==> config.mk <==
export PLATFORM = sky130hd
export DESIGN_NAME = imm_gen_pipe
export DESIGN_NICKNAME = d
export VERILOG_FILES = /design/src/rtl/imm_gen_pipe.sv
export SDC_FILE = /design/constraint.sdc
export NUM_CORES = 1
export LEC_CHECK = 0
export ABC_CLOCK_PERIOD_IN_PS = 2650
export BUFFER_PORTS_ARGS = -buffer_cell sky130_fd_sc_hd__buf_2
export CELL_PAD_IN_SITES_DETAIL_PLACEMENT = 0
export CELL_PAD_IN_SITES_GLOBAL_PLACEMENT = 2
export CORE_ASPECT_RATIO = 1.75
export CORE_MARGIN = 2
export CORE_UTILIZATION = 30
export DETAILED_ROUTE_END_ITERATION = 12
export GPL_TIMING_DRIVEN = 0
export PLACE_DENSITY_LB_ADDON = 0.1
export REMOVE_ABC_BUFFERS = 1
export SYNTH_ARGS = -nofsm -noshare
export SYNTH_HDL_FRONTEND = slang
export SYNTH_SLANG_ARGS = --single-unit
==> constraint.sdc <==
create_clock -name clk -period 2.65 [get_ports clk]
set_input_delay 0.53 -clock clk [delete_from_list [all_inputs] [get_ports clk]]
set_output_delay 0.53 -clock clk [all_outputs]
set_load 0.005 [all_outputs]
==> src/rtl/imm_gen_pipe.sv <==
// Decode-stage immediate generator: resolves the immediate format, extends the
// immediate to XLEN and presents it through a one-deep register plus skid buffer.
module imm_gen_pipe #(
    parameter int XLEN        = 32,
    parameter int TAG_W       = 6,
    parameter bit AUTO_DECODE = 1'b1
) (
    input  logic             clk,
    input  logic             rst,
    input  logic             flush,
    input  logic             in_valid,
    output logic             in_ready,
    input  logic [31:0]      inst,
    input  logic [3:0]       sel,
    input  logic [TAG_W-1:0] in_tag,
    output logic             out_valid,
    input  logic             out_ready,
    output logic [XLEN-1:0]  imm,
    output logic [3:0]       out_fmt,
    output logic             out_illegal,
    output logic [TAG_W-1:0] out_tag
);

    localparam logic [3:0] FMT_I    = 4'd0;
    localparam logic [3:0] FMT_IZ   = 4'd1;
    localparam logic [3:0] FMT_SH   = 4'd2;
    localparam logic [3:0] FMT_S    = 4'd3;
    localparam logic [3:0] FMT_B    = 4'd4;
    localparam logic [3:0] FMT_U    = 4'd5;
    localparam logic [3:0] FMT_J    = 4'd6;
    localparam logic [3:0] FMT_FL   = 4'd7;
    localparam logic [3:0] FMT_FS   = 4'd8;
    localparam logic [3:0] FMT_BAD  = 4'd9;
    localparam logic [3:0] FMT_NONE = 4'd15;

    function automatic logic signed [XLEN-1:0] sext32(input logic signed [31:0] v);
        return XLEN'(v);
    endfunction

    function automatic logic [XLEN-1:0] zext32(input logic [31:0] v);
        return XLEN'(v);
    endfunction

    function automatic logic [3:0] auto_fmt(input logic [6:0] op, input logic [2:0] f3);
        logic [3:0] f;
        f = FMT_BAD;
        case (op)
            7'b0010011: begin
                if (f3 == 3'b001 || f3 == 3'b101) f = FMT_SH;
                else if (f3 == 3'b011)            f = FMT_IZ;
                else                              f = FMT_I;
            end
            7'b0000011, 7'b1100111: f = FMT_I;
            7'b0100011:             f = FMT_S;
            7'b1100011:             f = FMT_B;
            7'b0110111, 7'b0010111: f = FMT_U;
            7'b1101111:             f = FMT_J;
            7'b0000111:             f = FMT_FL;
            7'b0100111:             f = FMT_FS;
            7'b0110011, 7'b1010011, 7'b0111011,
            7'b0001111, 7'b1110011: f = FMT_NONE;
            default:                f = FMT_BAD;
        endcase
        return f;
    endfunction

    // stage p0: combinational format resolution and extension
    logic [3:0]             fmt_p0;
    logic                   ill_p0;
    logic signed [XLEN-1:0] imm_p0;

    always_comb begin
        fmt_p0 = AUTO_DECODE ? auto_fmt(inst[6:0], inst[14:12]) : sel;
        ill_p0 = (fmt_p0 >= FMT_BAD) && (fmt_p0 < FMT_NONE);
        imm_p0 = '0;
        case (fmt_p0)
            FMT_I, FMT_FL: imm_p0 = sext32({{20{inst[31]}}, inst[31:20]});
            FMT_IZ:        imm_p0 = zext32({20'b0, inst[31:20]});
            FMT_SH:        imm_p0 = (XLEN == 64) ? zext32({26'b0, inst[25:20]})
                                                 : zext32({27'b0, inst[24:20]});
            FMT_S, FMT_FS: imm_p0 = sext32({{20{inst[31]}}, inst[31:25], inst[11:7]});
            FMT_B:         imm_p0 = sext32({{19{inst[31]}}, inst[31], inst[7],
                                            inst[30:25], inst[11:8], 1'b0});
            FMT_U:         imm_p0 = sext32({inst[31:12], 12'b0});
            FMT_J:         imm_p0 = sext32({{11{inst[31]}}, inst[31], inst[19:12],
                                            inst[20], inst[30:21], 1'b0});
            default:       imm_p0 = '0;
        endcase
    end

    // stage p1: main register plus skid register
    logic                   vld_p1, sk_vld_p1, rdy_p1;
    logic signed [XLEN-1:0] imm_p1, sk_imm_p1;
    logic [3:0]             fmt_p1, sk_fmt_p1;
    logic                   ill_p1, sk_ill_p1;
    logic [TAG_W-1:0]       tag_p1, sk_tag_p1;
    logic                   m_free, acc;

    assign m_free = !vld_p1 || out_ready;
    assign acc    = in_valid && rdy_p1;

    // in_ready mirrors !skid-valid but is held in its own flop
    always_ff @(posedge clk or posedge rst) begin
        if (rst) begin
            vld_p1    <= 1'b0;
            sk_vld_p1 <= 1'b0;
            rdy_p1    <= 1'b1;
            imm_p1    <= '0;
            fmt_p1    <= '0;
            ill_p1    <= 1'b0;
            tag_p1    <= '0;
            sk_imm_p1 <= '0;
            sk_fmt_p1 <= '0;
            sk_ill_p1 <= 1'b0;
            sk_tag_p1 <= '0;
        end else if (flush) begin
            vld_p1    <= 1'b0;
            sk_vld_p1 <= 1'b0;
            rdy_p1    <= 1'b1;
        end else if (m_free) begin
            if (sk_vld_p1) begin
                vld_p1    <= 1'b1;
                imm_p1    <= sk_imm_p1;
                fmt_p1    <= sk_fmt_p1;
                ill_p1    <= sk_ill_p1;
                tag_p1    <= sk_tag_p1;
                sk_vld_p1 <= 1'b0;
                rdy_p1    <= 1'b1;
            end else begin
                vld_p1 <= acc;
                if (acc) begin
                    imm_p1 <= imm_p0;
                    fmt_p1 <= fmt_p0;
                    ill_p1 <= ill_p0;
                    tag_p1 <= in_tag;
                end
            end
        end else if (acc) begin
            sk_vld_p1 <= 1'b1;
            sk_imm_p1 <= imm_p0;
            sk_fmt_p1 <= fmt_p0;
            sk_ill_p1 <= ill_p0;
            sk_tag_p1 <= in_tag;
            rdy_p1    <= 1'b0;
        end
    end

    assign in_ready    = rdy_p1;
    assign out_valid   = vld_p1;
    assign imm         = imm_p1;
    assign out_fmt     = fmt_p1;
    assign out_illegal = ill_p1;
    assign out_tag     = tag_p1;

endmodule

**Word level (Yosys, flattened, before mapping)**

Index checks and enable logic that the tools add are counted.

- Register bits after elaboration: 89
- Output and inout bits: 45
- Logic and storage cells: 81

- Magnitude comparators: 2
- Eq/ne operators: 27
- Multiplexer cells: 22
- Bitwise operators: 2
- Reductions and logical operators: 17

Operators with widths:

| kind | number |
|---|---|
| $pmux 32 s7 | 1 |
| $mux 32 | 2 |
| $pmux 4 s9 | 1 |
| $eq 7x6->1 const B | 5 |
| $eq 7x7->1 const B | 5 |
| $eq 4x3->1 const B | 4 |
| $eq 7x5->1 const B | 2 |
| $mux 1 | 13 |
| $mux 6 | 2 |
| $eq 4x2->1 const B | 2 |
| $mux 4 | 2 |
| $reduce_or 2->1 | 4 |
| $eq 7x2->1 const B | 1 |
| $eq 7x3->1 const B | 1 |
| $eq 7x4->1 const B | 1 |
| $reduce_and 3->1 | 2 |
| $reduce_or 5->1 | 1 |
| $eq 4x1->1 const B | 1 |
| $eq 4x4->1 const B | 1 |
| $ge 4x4->1 const B | 1 |
| $logic_not 4->1 | 1 |
| $lt 4x4->1 const B | 1 |
| $reduce_bool 2->1 | 2 |
| $eq 3x1->1 const B | 1 |
| 10 further kinds | 13 |

**Longest topological paths before layout**

- Depth in word-level cells: 9
- Depth in mapped cells: 9
- Depth with buffers taken out: 6

**Worst setup path before layout**

Ideal clock, no wire load.

- Kind: input to register
- From: in inst[5]
- To: reg imm_p1[12], in the netlist imm[12]
- Arrival time: 1826 ps
- Path slack: 701 ps
- Stages: 6
- Cells stage by stage: nor4b_2 -> nand3_1 -> o21ba_2 -> a211oi_4 -> o21a_1 -> o21ai_1

- Word-level cells in the longest chain between the ends: 8
- Elaborated cells between the ends (all ways): 33

RTL lines:

| element | line | RTL |
|---|---|---|
| from (decl) | 13 | `input logic [31:0] inst,` |
| $eq 7x6->1 (tied with other cells) | 47 | `case (op)` |
| $reduce_or 5->1 or $reduce_or 2->1 (tied branches) | 47 |  |
| $pmux 4 s9 (*) | 47 |  |
| $eq 4x2->1 (tied with other cells) | 76 | `case (fmt_p0)` |
| $reduce_or 2->1 | 76 |  |
| $pmux 32 s7 (*) | 76 |  |
| $mux 32 (*) | 131 | `if (acc) begin` |
| $mux 32 (*) | 121 | `if (sk_vld_p1) begin` |
| to (signal assigned) | 123 | `imm_p1 <= sk_imm_p1;` |
| to (signal assigned) | 132 | `imm_p1 <= imm_p0;` |
| to (decl) | 93 | `logic signed [XLEN-1:0] imm_p1, sk_imm_p1;` |

Mark *: on every way between the ends. The rest lies on a longest branch, timed or not. The select of a mux whose other input is x is not followed.
A chain may end at the register's enable or synchronous reset.

**Worst setup path after layout**

- From: in inst[5]
- To: reg imm_p1[29], in the netlist imm[29]

The elaborated chain is that of the path after synthesis.

==> flow_summary.ini <==
[run_status]
status = complete, no violations

[synthesis]
yosys-top-cells-count = 100 x nand2_1, 88 x dfrtp_1, 38 x o21ai_0
synthDistinctLibCells = 60
synth_most_common_cell = nand2_1
synthFlopType = dfrtp_1
synth_area_leaders = dfrtp_1 49%, nand2_1 8.3%, o21ai_0 4.2%
syn_area_per_cell_um2 = 8.88
ys_seq_elements = 89
yosys_warnings = 0
synth_edf_count = 0
netlist_area_um2 = 4510
syn_inst = 508
synthArstFlopShare_pct = 100
yosys.area.top_type = dfrtp_1
seq_area_frac_synth_pct = 49.4
yosysTopAreaCellShare_pct = 48.8

[finish]
layout-drive-gt1-share_pct = 24.6
multi_input_area_um2 = 2090
seq_area_um2 = 2230
num_antenna_cells = 0
syn2layout_area_growth_pct = 21.3
layout.nets = 619
fill_cells = 1564

[pwr]
p_sw_share_pct = 26.2
power_mw = 3.73
combPwrFrac_pct = 16.4
peakVddDrop_mv = 0.370
power_switching_mw = 0.978
internal-power_mw = 2.76
leakage_nw = 2.41
seqPwrFrac_pct = 45.6
power.density_nw_per_um2 = 682
pwr-share-clk_pct = 38.0

[setup_path]
timing.rr.end = imm[29]
slowest_delay_ps = 470
cp.required_ps = 2860
cp-end-kind = flip-flop
reg2reg_slack_ps = 200
cp_max_fo = 21
cpMaxStageDelayCell = nand3_1
path_cells = buf_2 > nor4b_2 > nand3_1 > a32o_2 > nand3_1 > and2_4 > a21oi_1
arrival_ps = 2760
ff2ff_path_depth = 6
reg2reg_from = sk_vld_p1
startpoint_type = primary input
crit_type = in -> reg
crit_path_frequent_cell = nand3_1

[die]
design.portCount = 92
die_y_um = 166
num_rows = 59
core_area_um2 = 14800
die_w_um = 96.7
initial_core_util_pct = 30.6
dieArea_um2 = 16100

[sta]
fmaxAchievable_mhz = 392
fin_setup_tns_ps = 0
finalCritPeriodShare_pct = 96.3
finalSetupViolations = 0
fin_crit_ps = 2550
tightestPinTransition_ps = 1040
max_slew_margin_pct = 30.5
drv_slew = 0
rsz0062_at_grt = no
finalHoldViolCount = 0
setup_slack_ps = 98.5
fin_worst_skew_ps = 8.64

[job]
drv_cap = 0

[global_routing]
grt.total_usage_pct = 17.5
antenna_found_initial = 0
grt_pass1_vias = 4002
grt_pass1_wl_mm = 22.4
grt_max_degree = 49
grt-ovfl-total = 0

[clock_network]
clkLatencyLatePin_ps = 340
ctsHtreeMaxLevel = 3
cts.path.max_buffers = 2
cts_buffers = 9
path_clk_slew_ps = 60
cts_hold_buf = 0
cts_sinks = 89
cts_root_buffer = clkbuf_16
cts_tree = yes

[place]
port_buffers = 87
hpwlAfterDp_mm = 9.10
post-place-ws_ps = -659
finalWeightedCongestion = 0.802

[routing]
drtPass1Iterations = 4
drc = 0
vias = 3999
drt-vias-per-instance = 5.26
avgRoutedWirePerCell_um = 18.4
drtIter0Drc = 199
ant_nets = 0
finalWirelength_mm = 13.9

[hold_path]
hold_class = in -> async
critical path: cells and delay by family:
kind	cells	cell delay (ps)
AND/OR/NAND/NOR	4	1550
AO/OA/AOI/OAI	2	430
buffers and inverters	1	230
timing repair:
item	in CTS	in global routing
hold endpoints to repair	0	0
setup buffers	1	0
endpoints found under the setup margin	12	0
gates resized for setup	3	0
flip-flops by register name (all words and copies together) (netlist names):
signal,count
out_illegal,1
out_fmt,4
out_valid,1
sk_imm_p1,32
sk_tag_p1,6
sk_fmt_p1,4
sk_vld_p1,1
in_ready,1
sk_ill_p1,1
imm,32
out_tag,6
how the worst max path moves through the flow:
stage                          from       endpoint
after floorplan                 rst         imm[0]
after global placement    sk_vld_p1        imm[15]
after detailed placement    inst[5]        imm[29]
after CTS                 out_valid  sk_imm_p1[31]
after global routing        inst[5]        imm[29]
final                       inst[5]        imm[29]
layer usage:
metal | up-vias | GRT usage [%] | share of wire [%] | wire (µm)
li1 | 1914 | - | - | -
met1 | 1966 | 20.8 | 42 | 5890
met2 | 104 | 32.3 | 53 | 7350
met3 | 15 | 2.53 | 3.4 | 481
met4 | 0 | 5.45 | 1.6 | 221
met5 | - | 0 | 0 | 0
cell type report:
cell class,count,area share (%)
inverter,7,0.526
sequential,89,40.8
clock inverter,2,1.10
multi-input combinational,373,38.2
timing repair buffer,92,10.2
clock buffer,14,5.01
tap,183,4.18
metrics by stage:
stage                     utilization [%]  instance area (µm²)  hold WS [ps]  instances
after floorplan                         -                 4320           439        469
after global placement               33.8                 4990           449        739
after detailed placement             34.6                 5100           458        743
after CTS                            37.0                 5470           284        760
after global routing                 37.1                 5470           309        760
final                                37.1                 5470           261        760
power groups by stage:
stage | sequential [mW] | combinational (mW) | clock [mW]
2_1_floorplan | 1.72 | 0.330 | 0
3_3_place_gp | 1.72 | 0.588 | 0
3_5_place_dp | 1.73 | 0.617 | 0
4_1_cts | 1.71 | 0.624 | 1.47
5_1_grt | 1.73 | 0.698 | 1.52
6_report | 1.70 | 0.611 | 1.42
logic make-up (layout without fill, tap and decap cells):
logic type | count (synthesis) | in the layout | share of synthesized area (%)
buffers and inverters | 46 | 115 | 4.72
AND/OR/NAND/NOR | 201 | 201 | 20.2
flip-flops | 89 | 89 | 49.4
AO/OA/AOI/OAI | 160 | 160 | 22.9
multiplexers | 11 | 11 | 2.58
XOR/XNOR | 1 | 1 | 0.194
cells in the final DEF (no fill, tap or decap), drive strengths merged, types with 5 or more instances in the layout:
cell / n
o21a: 8
dfrtp: 88
nor3: 7
inv: 7
mux2: 5
nand2: 100
buf: 92
clkbuf: 14
nor2: 37
a31oi: 14
o21ai: 53
or3: 13
a21oi: 50
mux2i: 6
nand3: 19
No activity file was read; power rests on OpenSTA's default activity.
